--- src/rtl/relu_maxpool.sv ---
// Streaming signed max-pool over windows of POOL samples, with early close on in_last.
// Single registered output slot behind a valid/ready handshake on each side.
module relu_maxpool #(
    parameter int WIDTH = 16,
    parameter int POOL  = 4
) (
    input  logic             clk,
    input  logic             rst,
    input  logic             in_valid,
    output logic             in_ready,
    input  logic [WIDTH-1:0] in_data,
    input  logic             in_last,
    output logic             out_valid,
    input  logic             out_ready,
    output logic [WIDTH-1:0] out_data,
    output logic [7:0]       out_count
);

    localparam logic [7:0] LAST_IDX = 8'(POOL - 1);

    logic [WIDTH-1:0] acc_max_r;
    logic [7:0]       acc_cnt_r;
    logic             out_valid_r;
    logic [WIDTH-1:0] out_data_r;
    logic [7:0]       out_count_r;

    logic             ready_s;
    logic             accept_s;
    logic             close_s;
    logic [WIDTH-1:0] new_max_s;

    assign ready_s   = !out_valid_r || out_ready;
    assign in_ready  = ready_s;
    assign out_valid = out_valid_r;
    assign out_data  = out_data_r;
    assign out_count = out_count_r;

    // Accept/close decode and running maximum (ties keep the held value)
    always_comb begin
        accept_s  = in_valid && ready_s;
        close_s   = 1'b0;
        new_max_s = acc_max_r;
        if (acc_cnt_r == 8'd0) begin
            new_max_s = in_data;
        end else if ($signed(in_data) > $signed(acc_max_r)) begin
            new_max_s = in_data;
        end else begin
            new_max_s = acc_max_r;
        end
        if (accept_s && ((acc_cnt_r == LAST_IDX) || in_last)) begin
            close_s = 1'b1;
        end else begin
            close_s = 1'b0;
        end
    end

    // Accumulator and output slot; a closing window takes priority over draining
    always_ff @(posedge clk) begin
        if (rst) begin
            acc_max_r   <= {WIDTH{1'b0}};
            acc_cnt_r   <= 8'd0;
            out_valid_r <= 1'b0;
            out_data_r  <= {WIDTH{1'b0}};
            out_count_r <= 8'd0;
        end else begin
            if (accept_s) begin
                acc_max_r <= new_max_s;
                if (close_s) begin
                    acc_cnt_r <= 8'd0;
                end else begin
                    acc_cnt_r <= acc_cnt_r + 8'd1;
                end
            end
            if (close_s) begin
                out_valid_r <= 1'b1;
                out_data_r  <= new_max_s;
                out_count_r <= acc_cnt_r + 8'd1;
            end else if (out_valid_r && out_ready) begin
                out_valid_r <= 1'b0;
            end
        end
    end

endmodule

--- config.mk ---
export PLATFORM = sky130hd
export DESIGN_NAME = relu_maxpool
export DESIGN_NICKNAME = d
export VERILOG_FILES = /design/src/rtl/relu_maxpool.sv
export SDC_FILE = /design/constraint.sdc
export NUM_CORES = 1
export LEC_CHECK = 0
export ABC_AREA = 1
export CAP_MARGIN = 5
export CORE_MARGIN = 3
export CORE_UTILIZATION = 35
export CTS_CLUSTER_DIAMETER = 100
export DETAILED_ROUTE_END_ITERATION = 16
export DONT_BUFFER_PORTS = 1
export PLACE_DENSITY = 0.48
export SETUP_SLACK_MARGIN = 0.5
export SLEW_MARGIN = 20
export SYNTH_ARGS = -nofsm -noshare
export SYNTH_HDL_FRONTEND = slang
export SYNTH_SLANG_ARGS = --single-unit
export TNS_END_PERCENT = 50
--- constraint.sdc ---
create_clock -name clk -period 3.36 [get_ports clk]
set_clock_uncertainty 0.05 [all_clocks]
set_input_delay 0.84 -clock clk [delete_from_list [all_inputs] [get_ports clk]]
set_output_delay 0.84 -clock clk [all_outputs]
set_load 0.1 [all_outputs]
# Yosys cells after proc, flatten, opt, wreduce, memory -nomap -nowiden
# Index checks and enable logic that the tools add are counted.
[classes] magnitude_cmp=1 n_mux=6 mul=0 eq_ne=1 div=0 add_sub_neg=1 reduce_logical=8 n_shift=0 bitwise=0
[op_table] op="$mux W16" count=2
[op_table] op="$gt A16 B16 Y1" count=1
[op_table] op="$add A8 B1 Y8 const B" count=1
[op_table] op="$eq A8 B2 Y1 const B" count=1
[op_table] op="$logic_not A8 Y1" count=1
[op_table] op="$mux W8" count=1
[op_table] op="$logic_and A1 B1 Y1" count=3
[op_table] op="$mux W1" count=3
[op_table] op="$logic_or A1 B1 Y1" count=2
[op_table] op="$reduce_bool A2 Y1" count=1
[op_table] op="$logic_not A1 Y1" count=1
[word_totals] mem_count=0 out_inout_bits=26 reg_bits=49 wordCells=22 rom_bits=0 mem_bits_rw=0 latch_bits=0 in_bits=21

# Logic depth before layout (Yosys ltp)
# Gate-level depths: netlist of the first run.
[logic_depth] word_depth=6 depth_mapped=19

# Worst setup path after synthesis of the first run
# Ideal clock, no wire load.
[synth_path] kind="register to register" from="reg out_valid_r, in the netlist out_valid" to="reg acc_max_r[14]" t_arrival_ns=2.870 slack_ns=0.384 t_required_ns=3.254 n_path_buf=1 stages_incl_launch_ff=8 setup_ns=0.056 path_cell_list="dfxtp_1 -> nand2_1 -> nand2_1 -> clkinv_1 -> buf_2 -> nand3_1 -> nand2_1 -> inv_1"
[synth_between] elab_chain_len=3
[synth_rtl] item="start, declared" line="23" rtl="logic out_valid_r;"
[synth_rtl] item="start signal, assigned" line="62" rtl="out_valid_r <= 1'b0;"
[synth_rtl] item="start signal, assigned" line="75" rtl="out_valid_r <= 1'b1;"
[synth_rtl] item="start signal, assigned" line="79" rtl="out_valid_r <= 1'b0;"
[synth_rtl] item="$logic_not A1 Y1" line="32" rtl="assign ready_s = !out_valid_r || out_ready;"
[synth_rtl] item="$logic_or A1 B1 Y1" line="32"
[synth_rtl] item="via in_ready" line="10" rtl="output logic in_ready,"
[synth_rtl] item="$logic_and A1 B1 Y1" line="40" rtl="accept_s = in_valid && ready_s;"
[synth_rtl] item="end signal, assigned" line="60" rtl="acc_max_r <= {WIDTH{1'b0}};"
[synth_rtl] item="end signal, assigned" line="67" rtl="acc_max_r <= new_max_s;"
[synth_rtl] item="end, declared" line="21" rtl="logic [WIDTH-1:0] acc_max_r;"
# The timed path passes the listed nets, and every way through them passes these cells.
# A chain may end at the register's enable or synchronous reset.

# Worst setup path in the final report of the first run
[layout_path] from="in in_data[15]" to="reg acc_max_r[15]"
[layout_between] elab_chain_len=3
[layout_rtl] item="start, declared" line="11" rtl="input logic [WIDTH-1:0] in_data,"
[layout_rtl] item="$gt A16 B16 Y1" line="45" rtl="end else if ($signed(in_data) > $signed(acc_max_r)) begin"
[layout_rtl] item="$mux W16" line="45"
[layout_rtl] item="$mux W16 (*)" line="43" rtl="if (acc_cnt_r == 8'd0) begin"
# Every way passes the cells marked *; elsewhere a longest branch is shown, timed or not.

==> key figures, run 1 <==
Worst setup path
  • Critical path required time: 3.57 ns
  • Critical Path Source Type: primary input
  • WP data arrival: 2.59 ns
  • Critical path type: primary input to flip-flop
  • Critical-path maximum fanout: 17
  • Critical Path Sink Type: flip-flop

Clock network
  • Number of sinks on the clock net: 49
  • Root cell of the clock tree: sky130_fd_sc_hd__clkbuf_8
  • Clock-pin slew on the worst setup and hold paths: 0.10 ns
  • Num CTS Buffers: 5
  • Max clock buf depth: 2
  • Count of buffers added by post-CTS timing repair for setup: 0
  • Worst-skew pair later-pin latency: 0.31 ns
  • Number of H-tree branching levels: 2
  • CTS resizes: 0
  • CTS tree: built
  • Hold bufs inserted after CTS: 0

Logic synthesis
  • Cell types with the highest counts after synthesis: sky130_fd_sc_hd__nand2_1 (87), sky130_fd_sc_hd__inv_1 (59), sky130_fd_sc_hd__nand3_1 (56)
  • Share of synthesized cell area in and, or, nand and nor gates: 33.5%
  • Async SR Flop Fraction: 0%
  • Most instantiated library cell after synthesis: sky130_fd_sc_hd__nand2_1
  • Share of synthesized cell area in full adder, half adder and majority cells: 8.42%
  • Synth top area share: 36.7%
  • Total of flip-flops plus latches after synthesis: 49
  • Synthesized instance count: 396
  • Synthesized area per cell: 6.75 um^2
  • Number of warning messages in the yosys log: 0
  • Share of the synthesized area in compound gates (AO/OA/AOI/OAI): 7.96%
  • Portion of the post-synthesis area used by sequential elements: 36.7%
  • Top cell type by total area after synthesis: sky130_fd_sc_hd__dfxtp_1
  • Primary FF master, synth: sky130_fd_sc_hd__dfxtp_1
  • Multiplexer share of the synthesized area: 0%
  • Number of nets in the synthesized netlist: 435
  • Largest cells by area after synthesis: sky130_fd_sc_hd__dfxtp_1 (37%), sky130_fd_sc_hd__nand2_1 (12%), sky130_fd_sc_hd__nand3_1 (10%)
  • Xor/xnor share of the synthesized area: 1.97%
  • Distinct cell type count after synthesis: 23
  • EDFF count, synth: 0
  • Cell area after synthesis: 2670 um^2
  • Combinational family with the most area after synthesis: simple AND/OR/NAND/NOR gates

STA
  • Min Clock Period, post-route: 2.39 ns
  • Worst relative slew slack: 33.2%
  • RSZ-0062 raised after global routing: no
  • Number of pins exceeding their max-slew limit in the final report: 0
  • Count of endpoints failing setup in the final report: 0
  • Sum of negative setup slack: 0 ns
  • Final cycle utilization of the critical path: 71.0%
  • Worst hold margin: 0.456 ns
  • Final hold viol count: 0
  • Least-Margin Pin Slew: 1.00 ns
  • Achievable clock frequency: 0.419 GHz

Routing
  • Residual antenna-violating net count after detailed routing: 0
  • Number of DRC violations after detailed-routing iteration 0: 95
  • Router iterations before antenna repair: 4
  • Per-cell via count in the routed design: 4.71
  • WL per Instance: 12.9 um
  • Vias: 2,321
  • Number of remaining DRC errors: 0
  • Final wirelength: 6370 um

Die
  • Vertical die dimension: 93.4 um
  • Horiz. Die Dim: 93.4 um
  • Initial core utilization: 36.5%
  • IO Pins: 47
  • Placement row count: 31
  • Placeable core region: 7330 um^2
  • Total die area: 8720 um^2

Run
  • Reported max-cap violation count: 0

Status
  • Outcome: complete, no violations

Placement
  • Routability cong.: 0.797
  • Detailed placement HPWL: 4270 um
  • Number of buffers added on ports: 0

GRT
  • Total global routing track utilization: 15.3%
  • Via count of the first global-routing pass: 2,168
  • Antenna violations before repair: 0
  • First-pass GRT wire length: 10,500 um
  • Largest net degree at the start of global routing: 46
  • Final global-route overflow total: 0

Cells and area
  • Area Overhead vs Synth: 7.39%
  • Share of post-route cells with drive strength above 1: 6.09%
  • Number of inserted filler cells in the final layout: 784
  • Antenna diodes: 0
  • Final nets: 432

Power
  • Largest voltage drop on the vdd net: 0.239 mV
  • Power per cell area: 498 nW/um^2
  • Static leakage: 1.44 nW

Hold path
  • Classification of the worst-slack hold path: flip-flop to flip-flop
through the flow:
step / utilization, % / cell area, um^2 / total power, mW / std cells / setup WS (ns)
detailed placement: 37.6 / 2760 / 1.00 / 485 / 0.641
floorplan: - / 2680 / 0.963 / 396 / 0.756
global route: 39.2 / 2870 / 1.52 / 493 / 0.824
finish: 39.2 / 2870 / 1.43 / 493 / 0.975
CTS: 39.2 / 2870 / 1.47 / 493 / 0.962
global placement: 37.6 / 2760 / 1.00 / 485 / 0.637
area by class of cell:
class	count	area, um^2	area share [%]
Clock inverter	3	47.5	1.66
Tap cell	99	124	4.31
Multi-Input combinational cell	272	1390	48.3
Clock buffer	5	68.8	2.40
Sequential cell	49	981	34.2
Inverter	60	225	7.84
Timing Repair Buffer	5	37.5	1.31
cells in the final DEF, fill, tap and decap left out, drive strengths merged:
cell and count:
nand4 1, nor2 53, clkbuf 5, ha 18, nand2 93, a21o 1, buf 5, bufinv 1
a21oi 35, dfxtp 49, o21ai 6, clkinv 1, xnor2 3, inv 61, xor2 3, nor3 2
nand3 57
power by group:
group	total (mW)	leakage [nW]	switching (mW)	internal, mW
registers	0.763	0.403	0.148	0.615
logic	0.222	0.978	0.146	0.0760
clock network	0.446	0.0591	0.218	0.227
total	1.43	1.44	0.512	0.919
registers in the layout, summed over array words and instances, names as in the netlist:
name       count
out_data      16
out_count      8
acc_max_r     16
out_valid      1
acc_cnt_r      8
path summary, 6_finish.rpt:
| path | from | endpoint | slack [ns] | cells after the start |
|---|---|---|---|---|
| min reg2reg | acc_cnt_r[7] | acc_cnt_r[7] | 0.46 | 2 |
| max reg2reg | acc_max_r[15] | acc_max_r[15] | 1.10 | 12 |
| max | in_data[15] | acc_max_r[15] | 0.97 | 11 |
| min | acc_cnt_r[7] | acc_cnt_r[7] | 0.46 | 2 |
critical path: stages:
cell	delay [ns]
sky130_fd_sc_hd__ha_1	0.32
sky130_fd_sc_hd__nand2_1	0.11
sky130_fd_sc_hd__nor3_2	0.23
sky130_fd_sc_hd__nand2_1	0.09
sky130_fd_sc_hd__nand3_1	0.12
sky130_fd_sc_hd__nand3_4	0.23
sky130_fd_sc_hd__nand2_4	0.28
sky130_fd_sc_hd__nand2_1	0.14
sky130_fd_sc_hd__nand3_1	0.09
sky130_fd_sc_hd__nand2_1	0.07
sky130_fd_sc_hd__inv_1	0.05
logic make-up (layout without fill, tap and decap cells):
group | count (synthesis) | after routing
compound gates | 42 | 42
xor+xnor | 6 | 6
fa+ha+maj | 18 | 18
buf+inv | 75 | 73
flops | 49 | 49
simple gates | 206 | 206
per-layer routing:
metal,GRT usage (%),vias up,part of all wire (%)
met3,4.75,4,7.0
met1,19.1,1034,46
met5,0,-,0
met4,3.66,0,0.86
li1,-,1233,-
met2,25.6,50,47
(Power assumes the default switching activity.)
==> inputs of run 2 (changes only) <==
--- a/config.mk
+++ b/config.mk
@@ -12,7 +12,7 @@
 export CTS_CLUSTER_DIAMETER = 100
 export DETAILED_ROUTE_END_ITERATION = 16
 export DONT_BUFFER_PORTS = 1
-export PLACE_DENSITY = 0.48
+export PLACE_DENSITY = 0.5
 export SETUP_SLACK_MARGIN = 0.5
 export SLEW_MARGIN = 20
 export SYNTH_ARGS = -nofsm -noshare
==> constraint.sdc (replaced) <==
create_clock -name clk -period 1.96 [get_ports clk]
set_clock_uncertainty 0.05 [all_clocks]
set_input_delay 0.49 -clock clk [delete_from_list [all_inputs] [get_ports clk]]
set_output_delay 0.49 -clock clk [all_outputs]
set_load 0.1 [all_outputs]
==> key figures, run 2 (synthesis gave the netlist of run 1 again) <==
Power
  • Largest voltage drop on the vdd net: 0.332 mV
  • Overall power consumption: 2.89 mW
  • Static leakage: 1.87 nW
  • Power per cell area: 699 nW/um^2

Placement
  • Routability cong.: 0.735
  • Number of placed instances with taps included: 519
  • Number of buffers added on ports: 0
  • Detailed placement HPWL: 4600 um

GRT
  • Total global routing track utilization: 17.0%
  • Layer with the highest usage after global routing: met2
  • Via count of the first global-routing pass: 2,503
  • Met2 global-route usage: 28.6%
  • Largest net degree at the start of global routing: 46
  • Antenna violations before repair: 0
  • Final global-route overflow total: 0
  • Met1 GRT Util: 21.2%
  • First-pass GRT wire length: 11,800 um
  • Global routing met3 resource utilization: 4.59%

Worst setup path
  • Critical path type: flip-flop to flip-flop
  • WP data arrival: 2.14 ns
  • Critical-path maximum fanout: 8
  • Critical path required time: 2.12 ns
  • Critical Path Sink Type: flip-flop
  • Critical Path Source Type: flip-flop

Die
  • Initial core utilization: 36.5%
  • Placement row count: 31
  • Placeable core region: 7330 um^2
  • Vertical die dimension: 93.4 um
  • Horiz. Die Dim: 93.4 um
  • Total die area: 8720 um^2
  • IO Pins: 47

Cells and area
  • Filler-free cell count of the finished design: 547
  • Commonest cells after routing, fill and taps aside: sky130_fd_sc_hd__nand2_1 (64), sky130_fd_sc_hd__inv_1 (48), sky130_fd_sc_hd__nor2_1 (45), sky130_fd_sc_hd__dfxtp_1 (27)
  • Antenna diodes: 0
  • Most common cell after layout, fill and taps aside: sky130_fd_sc_hd__nand2_1
  • Final nets: 486
  • Area Overhead vs Synth: 54.4%
  • Post-Route Utilization: 56.3%
  • Share of post-route cells with drive strength above 1: 44.9%

Status
  • Outcome: complete, but fails checks
  • Failing checks: negative setup slack

Hold path
  • Classification of the worst-slack hold path: primary input to flip-flop

STA
  • Number of pins exceeding their max-slew limit in the final report: 0
  • Worst hold margin: 0.200 ns
  • Final cycle utilization of the critical path: 101%
  • Count of endpoints failing setup in the final report: 7
  • Achievable clock frequency: 0.503 GHz
  • Least-Margin Pin Slew: 0.452 ns
  • Final hold viol count: 0
  • Min Clock Period, post-route: 1.99 ns
  • RSZ-0062 raised after global routing: yes
  • Worst relative slew slack: 69.8%
  • Final setup slack of the worst path: -0.0271 ns

Clock network
  • Max clock buf depth: 2
  • Root cell of the clock tree: sky130_fd_sc_hd__clkbuf_8
  • Clock-pin slew on the worst setup and hold paths: 0.10 ns
  • Number of sinks on the clock net: 49
  • Number of H-tree branching levels: 2
  • Worst-skew pair later-pin latency: 0.31 ns
  • Num CTS Buffers: 5
  • CTS tree: built

Run
  • Reported max-cap violation count: 0

Routing
  • Number of DRC violations after detailed-routing iteration 0: 106
  • Residual antenna-violating net count after detailed routing: 0
  • Router iterations before antenna repair: 4
  • WL per Instance: 13.4 um
  • Number of remaining DRC errors: 0
  • Vias: 2,625
  • Final wirelength: 7350 um
  • Per-cell via count in the routed design: 4.80
-- run 2: repair_timing --
| item | in CTS | in global routing |
|---|---|---|
| setup buffers | 14 | 3 |
| setup endpoints to repair | 71 | 74 |
| hold buffers | 0 | 0 |
| gates cloned | 3 | 0 |
| pin swaps | 32 | 40 |
| resized for setup | 84 | 97 |
-- run 2: routing by layer --
layer  part of all wire (%)  vias up
met2                     50       37
met4                   0.95        0
met1                     44     1235
met5                      0        -
li1                       -     1348
met3                    4.9        5
-- run 2: per-stage QoR --
step	cell area [um^2]	setup TNS [ns]	setup WS, ns
after floorplan	2850	-0.204	-0.0124
after global placement	3170	-4.20	-0.167
after detailed placement	3170	-4.88	-0.201
after CTS	3760	0	0.0417
after global routing	4130	-4.40	-0.183
final	4130	-0.0820	-0.0271
-- run 2: report_power, final --
group	internal (mW)	total (mW)	switching, mW
clock network	0.456	0.814	0.358
registers	1.06	1.10	0.0420
logic	0.356	0.970	0.614
total	1.87	2.89	1.01
-- run 2: worst max-delay path: stages, from the launching register on --
cell	delay [ns]
sky130_fd_sc_hd__dfxtp_2	0.34
sky130_fd_sc_hd__inv_1	0.06
sky130_fd_sc_hd__ha_1	0.28
sky130_fd_sc_hd__nand2_2	0.09
sky130_fd_sc_hd__nor2_1	0.06
sky130_fd_sc_hd__a21oi_2	0.19
sky130_fd_sc_hd__nand2_2	0.07
sky130_fd_sc_hd__nand2_2	0.08
sky130_fd_sc_hd__nand3_4	0.18
sky130_fd_sc_hd__buf_12	0.21
sky130_fd_sc_hd__nand3_2	0.06
sky130_fd_sc_hd__nand3_1	0.09
sky130_fd_sc_hd__nand2_1	0.08
sky130_fd_sc_hd__inv_1	0.04
-- run 2: cell type report --
type / count / area (um^2)
Tap cell: 99 / 124
Inverter: 60 / 239
Clock inverter: 2 / 35.0
Timing Repair Buffer: 58 / 666
Multi-Input combinational cell: 273 / 1950
Sequential cell: 49 / 1020
Clock buffer: 6 / 93.8
Fill cell: 661 / 3200
-- run 2: worst paths after layout --
check / startpoint / end / slack, ns / cells past startpoint
worst max-delay path: acc_max_r[12] / acc_max_r[14] / -0.03 / 13
worst min-delay path: rst / out_count[5] / 0.20 / 1
worst max register to register: acc_max_r[12] / acc_max_r[14] / -0.03 / 13
worst min register to register: out_count[5] / out_count[5] / 0.45 / 2
==> inputs of run 3 (changes only) <==
--- a/config.mk
+++ b/config.mk
@@ -8,11 +8,11 @@
 export ABC_AREA = 1
 export CAP_MARGIN = 5
 export CORE_MARGIN = 3
-export CORE_UTILIZATION = 35
+export CORE_UTILIZATION = 45
 export CTS_CLUSTER_DIAMETER = 100
 export DETAILED_ROUTE_END_ITERATION = 16
 export DONT_BUFFER_PORTS = 1
-export PLACE_DENSITY = 0.5
+export PLACE_DENSITY = 0.61
 export SETUP_SLACK_MARGIN = 0.5
 export SLEW_MARGIN = 20
 export SYNTH_ARGS = -nofsm -noshare
==> constraint.sdc (replaced) <==
create_clock -name clk -period 1.96 [get_ports clk]
set_clock_uncertainty 0.05 [all_clocks]
set_input_delay 0.392 -clock clk [delete_from_list [all_inputs] [get_ports clk]]
set_output_delay 0.392 -clock clk [all_outputs]
set_load 0.1 [all_outputs]
==> key figures, run 3 (synthesis gave the netlist of run 1 again) <==
STA
  • Sum of negative setup slack: -1.82 ns
  • Min Clock Period, post-route: 2.05 ns
  • Final hold viol count: 0
  • Final setup slack of the worst path: -0.0935 ns
  • RSZ-0062 raised after global routing: yes
  • Worst relative slew slack: 53.4%
  • Achievable clock frequency: 0.487 GHz
  • Number of pins exceeding their max-slew limit in the final report: 0
  • Final cycle utilization of the critical path: 105%
  • Worst hold margin: 0.0934 ns
  • Count of endpoints failing setup in the final report: 32
  • Least-Margin Pin Slew: 0.697 ns

Power
  • Largest voltage drop on the vdd net: 0.519 mV
  • Static leakage: 1.74 nW
  • Power per cell area: 712 nW/um^2

Placement
  • Detailed placement HPWL: 4550 um
  • Number of buffers added on ports: 0
  • Number of placed instances with taps included: 493
  • Routability cong.: 0.770

Cells and area
  • Most common cell after layout, fill and taps aside: sky130_fd_sc_hd__nand2_1
  • Antenna diodes: 0
  • Area Overhead vs Synth: 37.4%
  • Final nets: 477
  • Filler-free cell count of the finished design: 511
  • Share of post-route cells with drive strength above 1: 37.1%
  • Commonest cells after routing, fill and taps aside: sky130_fd_sc_hd__nand2_1 (68), sky130_fd_sc_hd__inv_1 (52), sky130_fd_sc_hd__nor2_1 (51), sky130_fd_sc_hd__buf_4 (46), sky130_fd_sc_hd__nand3_2 (35)

GRT
  • Antenna violations before repair: 0
  • Final global-route overflow total: 0
  • Total global routing track utilization: 20.1%
  • Via count of the first global-routing pass: 2,547
  • Largest net degree at the start of global routing: 46
  • First-pass GRT wire length: 11,700 um

Clock network
  • Clock-pin slew on the worst setup and hold paths: 0.10 ns
  • Root cell of the clock tree: sky130_fd_sc_hd__clkbuf_8
  • Number of H-tree branching levels: 2
  • CTS tree: built
  • Worst-skew pair later-pin latency: 0.31 ns
  • Number of sinks on the clock net: 49
  • Num CTS Buffers: 5
  • Hold bufs inserted after CTS: 0
  • Max clock buf depth: 2

Routing
  • Number of DRC violations after detailed-routing iteration 0: 105
  • Per-cell via count in the routed design: 5.03
  • Router iterations before antenna repair: 4
  • Final wirelength: 7110 um
  • Vias: 2,570
  • Residual antenna-violating net count after detailed routing: 0
  • Number of remaining DRC errors: 0
  • WL per Instance: 13.9 um

Die
  • IO Pins: 47
  • Placement row count: 27
  • Placeable core region: 5640 um^2
  • Total die area: 6900 um^2
  • Initial core utilization: 47.4%
  • Horiz. Die Dim: 83.1 um
  • Vertical die dimension: 83.1 um

Worst setup path
  • Critical Path Sink Type: flip-flop
  • Critical-path maximum fanout: 7
  • Cell breakdown of the critical path: inv_1 > ha_4 > a21oi_1 > o21ai_1 > a21oi_2 > nand2_2 > nand2_2 > nand3_4 > buf_8 > nand3_2 > nand3_2 > nand2_1 > inv_1
  • Critical path type: flip-flop to flip-flop
  • Critical path required time: 2.12 ns
  • Critical Path Source Type: flip-flop
  • Cell with the biggest individual delay on the critical path: sky130_fd_sc_hd__dfxtp_2
  • WP data arrival: 2.22 ns
  • Critical path's largest stage delay: 0.33 ns

Status
  • Failing checks: negative setup slack
  • Outcome: complete, but fails checks

Hold path
  • Classification of the worst-slack hold path: primary input to flip-flop

Run
  • Reported max-cap violation count: 0
## run 3: area by class of cell
cell class              instances  area (um^2)
flip-flops and latches         49         1000
well taps                      72         90.1
repair buffers                 49          383
inverters                      60          226
multi-input cells             273         1880
clock buffers                   5         68.8
clock inverters                 3         23.8
fillers                       501         1970
## run 3: repair_timing
item,4_1_cts,5_1_grt
pin swaps,17,14
setup buffers,2,6
gates resized for setup,45,48
gates cloned,2,0
endpoints found under the setup margin,49,49
## run 3: report_power, final
| group | switching, mW | internal, mW |
|---|---|---|
| clock | 0.382 | 0.260 |
| sequential | 0.0326 | 1.06 |
| combinational | 0.592 | 0.290 |
## run 3: metrics by stage
step | instance area (um^2) | util [%] | setup WS [ns] | total power [mW]
4_1_cts | 3430 | 60.7 | -0.0555 | 2.54
2_1_floorplan | 2830 | - | 0.0856 | 1.69
5_1_grt | 3670 | 65.1 | -0.234 | 2.74
6_report | 3670 | 65.1 | -0.0935 | 2.62
3_5_place_dp | 3130 | 55.6 | -0.105 | 1.83
3_3_place_gp | 3130 | 55.6 | -0.0626 | 1.82
## run 3: critical path, delay by kind of cell (launching register included)
family,cells,cell delay [ns]
buf+inv,3,0.35
fa+ha+maj,1,0.22
simple gates,6,0.57
flops,1,0.33
compound gates,3,0.44
## run 3: final timing paths
kind,endpoint,from,depth (start not counted),slack [ns]
setup / recovery,acc_max_r[14],acc_max_r[15],13,-0.09
hold / removal,out_valid,rst,1,0.09
setup reg to reg,acc_max_r[14],acc_max_r[15],13,-0.09
hold reg to reg,out_count[2],out_count[2],2,0.41
## run 3: layer usage
metal,part of all wire (%),wire (um),GRT usage [%],vias up
met2,49,3520,35.3,43
li1,-,-,-,1331
met5,0,0,0,-
met1,45,3180,24.8,1191
met3,5.1,365,5.16,5
met4,0.70,50,4.16,0
